File: config.mk
export PLATFORM = sky130hd
export DESIGN_NAME = uart_core_fifo_flat
export DESIGN_NICKNAME = d
export VERILOG_FILES = /design/src/rtl/uart_core_fifo_if.sv /design/src/rtl/uart_core_fifo.sv /design/src/flat_wrapper.sv
export SDC_FILE = /design/constraint.sdc
export NUM_CORES = 1
export LEC_CHECK = 0
export ABC_AREA = 1
export BUFFER_PORTS_ARGS = -buffer_cell sky130_fd_sc_hd__buf_2
export CAP_MARGIN = 20
export CELL_PAD_IN_SITES_DETAIL_PLACEMENT = 1
export CELL_PAD_IN_SITES_GLOBAL_PLACEMENT = 2
export CORE_MARGIN = 2
export CORE_UTILIZATION = 39
export DETAILED_ROUTE_END_ITERATION = 12
export GPL_TIMING_DRIVEN = 0
export PLACE_DENSITY = 0.82
export REMOVE_ABC_BUFFERS = 1
export SLEW_MARGIN = 20
export SYNTH_ARGS = -nofsm -noshare
export SYNTH_HDL_FRONTEND = slang
export SYNTH_SLANG_ARGS = --single-unit
File: constraint.sdc
create_clock -name clk -period 2.1 [get_ports clk]
set_input_delay 0.42 -clock clk [delete_from_list [all_inputs] [get_ports clk]]
set_output_delay 0.42 -clock clk [all_outputs]
set_load 0.1 [all_outputs]
File: src/rtl/uart_core_fifo_if.sv
// Ready/valid word streams between the UART core and its byte-stream user.
// Modport slave is the UART side; master is the datapath side.
interface uart_core_fifo_if #(parameter int DATA_BITS = 8);
    logic [DATA_BITS-1:0] tx_data;
    logic                 tx_valid;
    logic                 tx_ready;
    logic [DATA_BITS-1:0] rx_data;
    logic                 rx_valid;
    logic                 rx_ready;

    modport master (output tx_data, tx_valid, rx_ready,
                    input  tx_ready, rx_data, rx_valid);
    modport slave  (input  tx_data, tx_valid, rx_ready,
                    output tx_ready, rx_data, rx_valid);
endinterface

File: src/rtl/uart_core_fifo.sv
// Full-duplex UART with configurable framing, TX/RX FIFOs and sticky error flags.
// The TX line and busy flag are registered one cycle behind the TX FSM state.
module uart_core_fifo_buf #(
    parameter int W     = 8,
    parameter int DEPTH = 4
) (
    input  logic         clk,
    input  logic         rst,
    input  logic         push,
    input  logic         pop,
    input  logic [W-1:0] wdata,
    output logic [W-1:0] rdata,
    output logic         full,
    output logic         empty
);
    localparam int AW = $clog2(DEPTH);
    logic [W-1:0] mem [DEPTH];
    logic [AW:0]  wr_ptr, rd_ptr;
    logic         do_push, do_pop;

    assign empty   = (wr_ptr == rd_ptr);
    assign full    = (wr_ptr[AW] != rd_ptr[AW]) && (wr_ptr[AW-1:0] == rd_ptr[AW-1:0]);
    assign do_pop  = pop && !empty;
    // A pop frees the slot in the same cycle, so a full FIFO still accepts.
    assign do_push = push && (!full || do_pop);
    assign rdata   = empty ? '0 : mem[rd_ptr[AW-1:0]];

    always_ff @(posedge clk or negedge rst) begin
        if (!rst) begin
            wr_ptr <= '0;
            rd_ptr <= '0;
        end else begin
            if (do_push) wr_ptr <= wr_ptr + (AW+1)'(1);
            if (do_pop)  rd_ptr <= rd_ptr + (AW+1)'(1);
        end
    end

    always_ff @(posedge clk) begin
        if (do_push) mem[wr_ptr[AW-1:0]] <= wdata;
    end
endmodule

module uart_core_fifo #(
    parameter int CLK_DIV    = 16,
    parameter int DATA_BITS  = 8,
    parameter int PARITY     = 0,
    parameter int STOP_BITS  = 1,
    parameter int FIFO_DEPTH = 4
) (
    input  logic              clk,
    input  logic              rst,
    input  logic              rx,
    output logic              tx,
    output logic              tx_busy,
    output logic              rx_frame_err,
    output logic              rx_parity_err,
    output logic              rx_overrun,
    input  logic              err_clr,
    uart_core_fifo_if.slave   bus
);
    localparam int CW = $clog2(STOP_BITS*CLK_DIV) + 1;
    localparam int BW = $clog2(DATA_BITS) + 1;
    localparam logic ODD = (PARITY == 1);

    typedef enum logic [2:0] {TX_IDLE, TX_START, TX_DATA, TX_PARITY, TX_STOP} tx_state_t;
    typedef enum logic [2:0] {RX_IDLE, RX_START, RX_DATA, RX_PARITY, RX_STOP, RX_WAIT_HIGH} rx_state_t;

    // ---------------- TX ----------------
    tx_state_t            tx_state, tx_state_n;
    logic [CW-1:0]        tx_cnt, tx_cnt_n;
    logic [BW-1:0]        tx_bit, tx_bit_n;
    logic [DATA_BITS-1:0] tx_sh, tx_sh_n, tx_head;
    logic                 tx_par, tx_par_n, tx_pop, tx_empty, tx_full, tx_line, tx_act;

    assign bus.tx_ready = !tx_full;

    uart_core_fifo_buf #(.W(DATA_BITS), .DEPTH(FIFO_DEPTH)) u_tx_fifo (
        .clk, .rst, .push(bus.tx_valid && bus.tx_ready), .pop(tx_pop),
        .wdata(bus.tx_data), .rdata(tx_head), .full(tx_full), .empty(tx_empty)
    );

    always_ff @(posedge clk or negedge rst) begin
        if (!rst) begin
            tx_state <= TX_IDLE;
            tx_cnt   <= '0;
            tx_bit   <= '0;
            tx_sh    <= '0;
            tx_par   <= 1'b0;
            tx       <= 1'b1;
            tx_busy  <= 1'b0;
        end else begin
            tx_state <= tx_state_n;
            tx_cnt   <= tx_cnt_n;
            tx_bit   <= tx_bit_n;
            tx_sh    <= tx_sh_n;
            tx_par   <= tx_par_n;
            tx       <= tx_line;
            tx_busy  <= tx_act;
        end
    end

    always_comb begin
        tx_state_n = tx_state;
        tx_cnt_n   = tx_cnt + CW'(1);
        tx_bit_n   = tx_bit;
        tx_sh_n    = tx_sh;
        tx_par_n   = tx_par;
        tx_pop     = 1'b0;
        tx_line    = 1'b1;
        tx_act     = 1'b1;
        case (tx_state)
            TX_IDLE: begin
                tx_act   = 1'b0;
                tx_cnt_n = '0;
                if (!tx_empty) begin
                    tx_pop     = 1'b1;
                    tx_sh_n    = tx_head;
                    tx_par_n   = (^tx_head) ^ ODD;
                    tx_state_n = TX_START;
                end
            end
            TX_START: begin
                tx_line = 1'b0;
                if (tx_cnt == CW'(CLK_DIV-1)) begin
                    tx_cnt_n   = '0;
                    tx_bit_n   = '0;
                    tx_state_n = TX_DATA;
                end
            end
            TX_DATA: begin
                tx_line = tx_sh[0];
                if (tx_cnt == CW'(CLK_DIV-1)) begin
                    tx_cnt_n = '0;
                    tx_sh_n  = tx_sh >> 1;
                    tx_bit_n = tx_bit + BW'(1);
                    if (tx_bit == BW'(DATA_BITS-1))
                        tx_state_n = (PARITY != 0) ? TX_PARITY : TX_STOP;
                end
            end
            TX_PARITY: begin
                tx_line = tx_par;
                if (tx_cnt == CW'(CLK_DIV-1)) begin
                    tx_cnt_n   = '0;
                    tx_state_n = TX_STOP;
                end
            end
            TX_STOP: begin
                if (tx_cnt == CW'(STOP_BITS*CLK_DIV-1)) begin
                    tx_cnt_n = '0;
                    // Chain straight into the next frame when data is waiting.
                    if (!tx_empty) begin
                        tx_pop     = 1'b1;
                        tx_sh_n    = tx_head;
                        tx_par_n   = (^tx_head) ^ ODD;
                        tx_state_n = TX_START;
                    end else begin
                        tx_state_n = TX_IDLE;
                    end
                end
            end
            default: tx_state_n = TX_IDLE;
        endcase
    end

    // ---------------- RX ----------------
    rx_state_t            rx_state, rx_state_n;
    logic [CW-1:0]        rx_cnt, rx_cnt_n;
    logic [BW-1:0]        rx_bit, rx_bit_n;
    logic [DATA_BITS-1:0] rx_sh, rx_sh_n;
    logic                 rx_meta, rx_s, rx_perr, rx_perr_n, rx_wr, rx_wr_n;
    logic                 set_fe, set_pe, set_ov, rx_full, rx_empty, rx_pop;

    assign rx_pop       = bus.rx_valid && bus.rx_ready;
    assign bus.rx_valid = !rx_empty;
    assign set_ov       = rx_wr && rx_full && !rx_pop;

    uart_core_fifo_buf #(.W(DATA_BITS), .DEPTH(FIFO_DEPTH)) u_rx_fifo (
        .clk, .rst, .push(rx_wr), .pop(rx_pop),
        .wdata(rx_sh), .rdata(bus.rx_data), .full(rx_full), .empty(rx_empty)
    );

    always_ff @(posedge clk or negedge rst) begin
        if (!rst) begin
            rx_meta       <= 1'b1;
            rx_s          <= 1'b1;
            rx_state      <= RX_IDLE;
            rx_cnt        <= '0;
            rx_bit        <= '0;
            rx_sh         <= '0;
            rx_perr       <= 1'b0;
            rx_wr         <= 1'b0;
            rx_frame_err  <= 1'b0;
            rx_parity_err <= 1'b0;
            rx_overrun    <= 1'b0;
        end else begin
            rx_meta       <= rx;
            rx_s          <= rx_meta;
            rx_state      <= rx_state_n;
            rx_cnt        <= rx_cnt_n;
            rx_bit        <= rx_bit_n;
            rx_sh         <= rx_sh_n;
            rx_perr       <= rx_perr_n;
            rx_wr         <= rx_wr_n;
            rx_frame_err  <= set_fe | (rx_frame_err  & ~err_clr);
            rx_parity_err <= set_pe | (rx_parity_err & ~err_clr);
            rx_overrun    <= set_ov | (rx_overrun    & ~err_clr);
        end
    end

    always_comb begin
        rx_state_n = rx_state;
        rx_cnt_n   = rx_cnt + CW'(1);
        rx_bit_n   = rx_bit;
        rx_sh_n    = rx_sh;
        rx_perr_n  = rx_perr;
        rx_wr_n    = 1'b0;
        set_fe     = 1'b0;
        set_pe     = 1'b0;
        case (rx_state)
            RX_IDLE: begin
                rx_cnt_n = '0;
                if (!rx_s) begin
                    rx_perr_n  = 1'b0;
                    rx_state_n = RX_START;
                end
            end
            RX_START: begin
                // Mid-bit recheck rejects glitches shorter than half a bit.
                if (rx_cnt == CW'(CLK_DIV/2-1)) begin
                    rx_cnt_n   = '0;
                    rx_bit_n   = '0;
                    rx_state_n = rx_s ? RX_IDLE : RX_DATA;
                end
            end
            RX_DATA: begin
                if (rx_cnt == CW'(CLK_DIV-1)) begin
                    rx_cnt_n = '0;
                    rx_sh_n  = {rx_s, rx_sh[DATA_BITS-1:1]};
                    rx_bit_n = rx_bit + BW'(1);
                    if (rx_bit == BW'(DATA_BITS-1))
                        rx_state_n = (PARITY != 0) ? RX_PARITY : RX_STOP;
                end
            end
            RX_PARITY: begin
                if (rx_cnt == CW'(CLK_DIV-1)) begin
                    rx_cnt_n   = '0;
                    rx_state_n = RX_STOP;
                    if (rx_s != ((^rx_sh) ^ ODD)) begin
                        rx_perr_n = 1'b1;
                        set_pe    = 1'b1;
                    end
                end
            end
            RX_STOP: begin
                if (rx_cnt == CW'(CLK_DIV-1)) begin
                    rx_cnt_n = '0;
                    if (!rx_s) begin
                        set_fe     = 1'b1;
                        rx_state_n = RX_WAIT_HIGH;
                    end else begin
                        rx_wr_n    = !rx_perr;
                        rx_state_n = RX_IDLE;
                    end
                end
            end
            RX_WAIT_HIGH: begin
                rx_cnt_n = '0;
                if (rx_s) rx_state_n = RX_IDLE;
            end
            default: rx_state_n = RX_IDLE;
        endcase
    end
endmodule

File: src/flat_wrapper.sv
// flat-port wrapper written by rule: the top's interface ports become plain ports
module uart_core_fifo_flat 
#(
    parameter int CLK_DIV    = 16,
    parameter int DATA_BITS  = 8,
    parameter int PARITY     = 0,
    parameter int STOP_BITS  = 1,
    parameter int FIFO_DEPTH = 4
)
  (clk, rst, rx, tx, tx_busy, rx_frame_err, rx_parity_err, rx_overrun, err_clr, bus_tx_data, bus_tx_valid, bus_rx_ready, bus_tx_ready, bus_rx_data, bus_rx_valid);
  uart_core_fifo_if #(.DATA_BITS(DATA_BITS)) bus_i ();
  input  logic clk;
  input  logic rst;
  input  logic rx;
  output logic tx;
  output logic tx_busy;
  output logic rx_frame_err;
  output logic rx_parity_err;
  output logic rx_overrun;
  input  logic err_clr;
  input wire logic [$bits(bus_i.tx_data)-1:0] bus_tx_data;
  input wire logic [$bits(bus_i.tx_valid)-1:0] bus_tx_valid;
  input wire logic [$bits(bus_i.rx_ready)-1:0] bus_rx_ready;
  output wire logic [$bits(bus_i.tx_ready)-1:0] bus_tx_ready;
  output wire logic [$bits(bus_i.rx_data)-1:0] bus_rx_data;
  output wire logic [$bits(bus_i.rx_valid)-1:0] bus_rx_valid;
  assign bus_i.tx_data = bus_tx_data;
  assign bus_i.tx_valid = bus_tx_valid;
  assign bus_i.rx_ready = bus_rx_ready;
  assign bus_tx_ready = bus_i.tx_ready;
  assign bus_rx_data = bus_i.rx_data;
  assign bus_rx_valid = bus_i.rx_valid;
  uart_core_fifo #(.CLK_DIV(CLK_DIV), .DATA_BITS(DATA_BITS), .PARITY(PARITY), .STOP_BITS(STOP_BITS), .FIFO_DEPTH(FIFO_DEPTH)) u_core (.clk(clk), .rst(rst), .rx(rx), .tx(tx), .tx_busy(tx_busy), .rx_frame_err(rx_frame_err), .rx_parity_err(rx_parity_err), .rx_overrun(rx_overrun), .err_clr(err_clr), .bus(bus_i));
endmodule
==> results of run 1 <==
==> worst paths after layout <==
path | depth (start not counted) | from | to | slack (ps)
max | 6 | u_core.u_rx_fifo.rd_ptr[0]$_DFFE_PN0P_ | bus_rx_data[6] | -60
min | 1 | rx | u_core.rx_meta$_DFF_PN1_ | 100
max reg2reg | 6 | u_core.u_tx_fifo.rd_ptr[1]$_DFFE_PN0P_ | u_core.u_tx_fifo.mem[3][3]$_DFFE_PP_ | 110
min reg2reg | 0 | u_core.rx_meta$_DFF_PN1_ | u_core.rx_s$_DFF_PN1_ | 350
max in group asynchronous | 3 | rst | u_core.rx_meta$_DFF_PN1_ | 1150
min in group asynchronous | 2 | rst | u_core.u_rx_fifo.rd_ptr[0]$_DFFE_PN0P_ | 380
==> registers in the layout (all words and copies together), names as in the netlist, 3 cells and up <==
| name | flops |
|---|---|
| u_core.u_rx_fifo.rd_ptr | 3 |
| u_core.u_tx_fifo.mem | 32 |
| u_core.tx_sh | 8 |
| u_core.tx_cnt | 5 |
| u_core.rx_sh | 8 |
| u_core.tx_bit | 4 |
| u_core.rx_bit | 4 |
| u_core.u_tx_fifo.rd_ptr | 3 |
| u_core.rx_cnt | 5 |
| u_core.u_tx_fifo.wr_ptr | 3 |
| u_core.tx_state | 3 |
| u_core.rx_state | 3 |
| u_core.u_rx_fifo.wr_ptr | 3 |
| u_core.u_rx_fifo.mem | 32 |
==> metal layers <==
metal | GRT usage | share of wire
met5 | 0 | 0
met4 | 0.0918 | 0.025
met3 | 0.0385 | 0.028
met2 | 0.310 | 0.53
met1 | 0.204 | 0.42
==> cells in the final DEF, fill, tap and decap left out, drive strengths merged <==
cell type / n
nand4: 5
nor4: 2
xnor2: 9
nand3: 36
xor2: 14
mux2: 2
nand3b: 1
dfstp: 3
dlygate4sd3: 1
a31oi: 2
a21oi: 20
buf: 46
o211ai: 2
clkbuf: 24
nor2: 65
o22ai: 12
a311oi: 1
inv: 71
clkinv: 7
o21a: 1
bufinv: 2
nand2: 152
clkinvlp: 2
or2: 3
edfxtp: 64
o21ai: 44
dfrtp: 59
o31ai: 3
nor3: 5
ha: 20
==> cell type report <==
cell class / count / share of cell area
Multi-Input combinational cell: 399 / 0.299
Sequential cell: 126 / 0.483
Timing Repair Buffer: 47 / 0.0652
Clock inverter: 8 / 0.0127
Tap cell: 188 / 0.0326
Inverter: 74 / 0.0418
Clock buffer: 24 / 0.0654
==> cells by family (layout without fill, tap and decap cells) <==
group	after synthesis	in the layout	share of synthesized area
AOI/OAI and AO/OA	85	85	0.0784
buffers and inverters	89	153	0.0641
DFF	126	126	0.586
muxes	2	2	0.00379
adders and majority gates	20	20	0.0422
xor gates and xnor gates	23	23	0.0352
and+or+nand+nor	269	269	0.191
==> through the flow <==
stage / power [W] / setup TNS (ps) / instances
final: 0.00936 / -452 / 866
after global placement: 0.00572 / -31620 / 815
after global routing: 0.00984 / -996 / 866
after detailed placement: 0.00581 / -35440 / 816
after floorplan: 0.00522 / -36810 / 599
after CTS: 0.00938 / -492 / 864
==> power breakdown <==
| group | switching, W | internal, W | leakage (nW) |
|---|---|---|---|
| logic | 0.00230 | 0.00117 | 1.58 |
| registers | 0.000192 | 0.00288 | 1.35 |
| clock network | 0.00103 | 0.00179 | 0.275 |
| total | 0.00352 | 0.00584 | 3.21 |
==> critical path: stages, from the launching register on <==
cell,delay [ps]
dfrtp_4,540
xnor2_2,170
nand4_1,130
buf_6,180
nand2_1,90
inv_2,50
buf_12,160
==> timing repair <==
item | CTS | global route
pin swaps | 8 | 4
gates resized for setup | 73 | 19
hold buffers | 1 | 0
setup endpoints to repair | 90 | 23
buffers inserted | 15 | 2
hold endpoints to repair | 6 | 0
==> flow_summary_export.csv, run 1 <==
group,metric,value,unit
timing,clock_skew,8.38,ps
critical_path,arrival,1740,ps
clock_tree,clk_latency,420,ps
timing,fin_crit,2160,ps
global_route,grt_max_degree,57,
synth,yosysMostFrequentCell,"nand2_1",
cells_and_area,nFillCells,1658,
clock_tree,cts_buffers,17,
floorplanning,die_h,127,um
synth,synthCells,614,
cells_and_area,fin_nets,699,
floorplanning,coreArea,15000,um^2
timing,hold_viol_final,0,
critical_path,critPathKind,"flop to output pin",
cells_and_area,stdcell_area,7220,um^2
pwr,total_leakage_power,3.21,nW
floorplanning,start_util,0.395,
synth,synth_common_cells,"nand2_1, inv_1, edfxtp_1",
outcome,violations,"setup timing",
placed_design,gp_congestion,0.753,
clock_tree,path_clk_slew,50,ps
outcome,outcome,"complete, but fails checks",
synth,synth-main-ff-cell,"edfxtp_1",
timing,fmax,462,MHz
critical_path,cp.required,1680,ps
placed_design,io_buffers,28,
clock_tree,cts_max_level,4,
synth,ys_ff_latch,126,
cells_and_area,syn2layout_area_growth,21.6,%
drt,ant_nets,0,
timing,relSlewSlack,0.619,
critical_path,start_kind,"flop",
critical_path,cp-end-kind,"output pin",
synth,yosysTopAreaCell,"edfxtp_1",
drt,drt-pass1-iter-count,6,
clock_tree,clockBufferDepth,2,
cells_and_area,ff_latch_area,3490,um^2
synth,synthArstFlopShare,0.492,
placed_design,preCtsSetupSlack,-660,ps
cells_and_area,fin_util,0.480,
clock_tree,cts-root-buf,"clkbuf_16",
hold_path,hold_class,"input port to flop",
cells_and_area,layout-drive-gt1-share,0.180,
global_route,antenna_found_initial,0,
pwr,ir_worst_vdd,0.814,mV
drt,drc,0,
timing,rsz0062_at_grt,"true",
timing,setup_viol_count_final,8,
clock_tree,clock_sinks,126,
cells_and_area,diodes,0,
pwr,p_per_area,1300,nW/um^2
timing,slew_violations,0,
cells_and_area,multi_input_area,2160,um^2
global_route,overflow,0,
floorplanning,ios,29,
floorplanning,num_rows,45,
placed_design,dp_hpwl,8470,um
timing,worst_slack,-62.8,ps
global_route,grt_pass1_vias,4635,
synth,synth_cell_type_count,40,
synth,seq_area_frac_synth,0.586,
synth,synth_top_area_share,0.324,
clock_tree,cts_tree,"done",
synth,synth_area,5940,um^2
drt,avgViaCountPerCell,4.99,
floorplanning,die-area,16200,um^2
global_route,grt_pass1_wl,22300,um
drt,avgRoutedWirePerCell,15.1,um
synth,ys_top_cells_by_area,"edfxtp_1, dfrtp_1, nand2_1",
placed_design,placed_cell_area,6240,um^2
critical_path,critical_path.max_fanout,10,
timing,worstMarginPinSlew,571,ps
drt,drt_iter0_drc,207,
timing,hold_slack,96.3,ps
drt,num_vias,4325,
global_route,grt_usage,0.177,
drt,routed_wl,13100,um
timing,fin_crit_sh,1.03,
synth,synth_edf_count,64,
job,maxCapViolations,0,
floorplanning,die_width,127,um
synth,ys_warn_count,0,
synth,avgSynthCellArea,9.67,um^2
Note: power is estimated with default switching activity, not from simulation.
==> run 2: changes to the inputs <==
Settings changed: CORE_UTILIZATION 39 to 41, CTS_BUF_LIST from default to sky130_fd_sc_hd__clkbuf_4, PLACE_DENSITY 0.82 to 0.86.
Clock period 2.1 ns to 2.3 ns, I/O delays scaled along.
==> flow_summary_export.csv, run 2 (same netlist as run 1, synthesis figures left out) <==
group,metric,value,unit
outcome,outcome,"complete, but fails checks",
outcome,violations,"setup timing",
timing,worst_slack,-84.2,ps
timing,clock_skew,20.2,ps
drt,ant_nets,0,
drt,avgViaCountPerCell,5.00,
critical_path,start_kind,"flop",
pwr,total_leakage_power,3.11,nW
clock_tree,cts_buffers,17,
floorplanning,die_h,124,um
timing,relSlewSlack,0.436,
placed_design,io_buffers,28,
timing,slew_violations,0,
floorplanning,die_width,124,um
cells_and_area,final_common_cell,"nand2_1",
global_route,antenna_found_initial,0,
critical_path,critPathKind,"flop to output pin",
timing,worstMarginPinSlew,844,ps
clock_tree,path_clk_slew,100,ps
floorplanning,num_rows,43,
global_route,overflow,0,
critical_path,crit_chain,"clkinvlp_4 > buf_6 > nor2_1 > o22ai_1 > nand2_1 > inv_2 > buf_12",
drt,avgRoutedWirePerCell,15.2,um
placed_design,gp_congestion,0.782,
clock_tree,cts_tree,"done",
timing,fin_setup_tns,-193,ps
clock_tree,cts-root-buf,"clkbuf_4",
timing,rsz0062_at_grt,"true",
placed_design,dpl.cell_count,808,
clock_tree,clockBufferDepth,2,
critical_path,cp.required,1840,ps
placed_design,dp_hpwl,8670,um
timing,hold_slack,150,ps
clock_tree,clock_sinks,126,
pwr,p_per_area,1090,nW/um^2
drt,drt-pass1-iter-count,4,
cells_and_area,layout-drive-gt1-share,0.183,
timing,fin_crit_sh,1.04,
floorplanning,coreArea,14000,um^2
hold_path,hold_class,"input port to flop",
cells_and_area,nFillCells,1568,
floorplanning,start_util,0.424,
floorplanning,die-area,15500,um^2
cells_and_area,fin_nets,703,
critical_path,cp_slowest_cell,"dfrtp_4",
timing,setup_viol_count_final,7,
critical_path,cp-end-kind,"output pin",
cells_and_area,fin_util,0.497,
pwr,ir_worst_vdd,0.610,mV
global_route,grt_usage,0.181,
timing,hold_viol_final,0,
cells_and_area,final_cell_mix,"nand2_1, edfxtp_1, inv_1",
critical_path,arrival,1920,ps
global_route,grt_pass1_vias,4635,
cells_and_area,syn2layout_area_growth,17.0,%
cells_and_area,stdcell_area,6950,um^2
cells_and_area,diodes,0,
drt,drc,0,
placed_design,placed_cell_area,6230,um^2
cells_and_area,instances_no_fill,862,
drt,num_vias,4311,
timing,fmax,419,MHz
clock_tree,cts_max_level,4,
timing,fin_crit,2380,ps
drt,drt_iter0_drc,109,
drt,routed_wl,13100,um
global_route,grt_pass1_wl,22400,um
global_route,grt_max_degree,46,
critical_path,critical_path.max_fanout,7,
critical_path,max_stage_delay,540,ps
clock_tree,clk_latency,530,ps
job,maxCapViolations,0,
floorplanning,ios,29,
==> run 2: cell types whose count changed in the layout (fill, tap and decap cells not counted), moves of 3 or more <==
cell,delta
clkbuf_1,-5
clkinv_1,+4
o21ai_0,-4
clkbuf_16,-17
clkbuf_4,+20
buf_4,+4
nor2_4,-4
o21ai_1,+3
o22ai_1,-3
nor2_2,+3
o22ai_2,+3
==> run 2: cell type report <==
type | count | area, um^2 | share of cell area
clock buffers | 20 | 150 | 0.0216
clock inverters | 12 | 126 | 0.0182
inverters | 74 | 304 | 0.0438
multi-input cells | 399 | 2140 | 0.309
flip-flops and latches | 126 | 3490 | 0.502
well taps | 180 | 225 | 0.0324
repair buffers | 51 | 509 | 0.0733
==> run 2: power breakdown <==
part           switching, W  internal [W]  total (W)
logic               0.00213       0.00110    0.00323
clock network      0.000760      0.000763    0.00152
registers          0.000179       0.00262    0.00280
total               0.00307       0.00448    0.00755
==> run 2: repair_timing <==
item	in CTS	in global routing
hold endpoints to repair	16	0
buffers inserted	14	5
setup endpoints to repair	84	27
gates cloned	1	0
hold buffers	2	0
pin swaps	8	8
resized for setup	73	22
==> run 2: final timing paths <==
path / from / to / slack [ps] / cells after the start
hold reg to reg: u_core.rx_meta$_DFF_PN1_ / u_core.rx_s$_DFF_PN1_ / 360 / 0
min in group asynchronous: rst / u_core.u_rx_fifo.rd_ptr[0]$_DFFE_PN0P_ / 360 / 2
setup / recovery: u_core.u_rx_fifo.rd_ptr[0]$_DFFE_PN0P_ / bus_rx_data[1] / -80 / 7
hold / removal: bus_tx_data[5] / u_core.u_tx_fifo.mem[2][5]$_DFFE_PP_ / 150 / 1
setup reg to reg: u_core.u_tx_fifo.rd_ptr[1]$_DFFE_PN0P_ / u_core.u_tx_fifo.mem[3][3]$_DFFE_PP_ / 200 / 6
max in group asynchronous: rst / u_core.tx$_DFF_PN1_ / 1360 / 3
==> run 2: critical path: cells and delay by family (launching register included) <==
family	cells	cell delay, ps
AND/OR/NAND/NOR	2	150
flip-flops	1	540
AO/OA/AOI/OAI	1	190
buffers and inverters	4	530
==> run 2: stage by stage <==
step                setup slack [ps]  power (W)
floorplan                       -784    0.00477
global placement                -358    0.00521
detailed placement              -455    0.00531
CTS                            -95.4    0.00755
global route                    -204    0.00801
finish                         -84.2    0.00755
==> run 2: routing by layer <==
layer	vias up	share of wire	track usage	wire, um
met5	-	0	0	0
met4	0	0.019	0.0753	248
met3	17	0.023	0.0374	304
met2	47	0.54	0.331	7010
met1	2102	0.42	0.205	5510
li1	2145	-	-	-
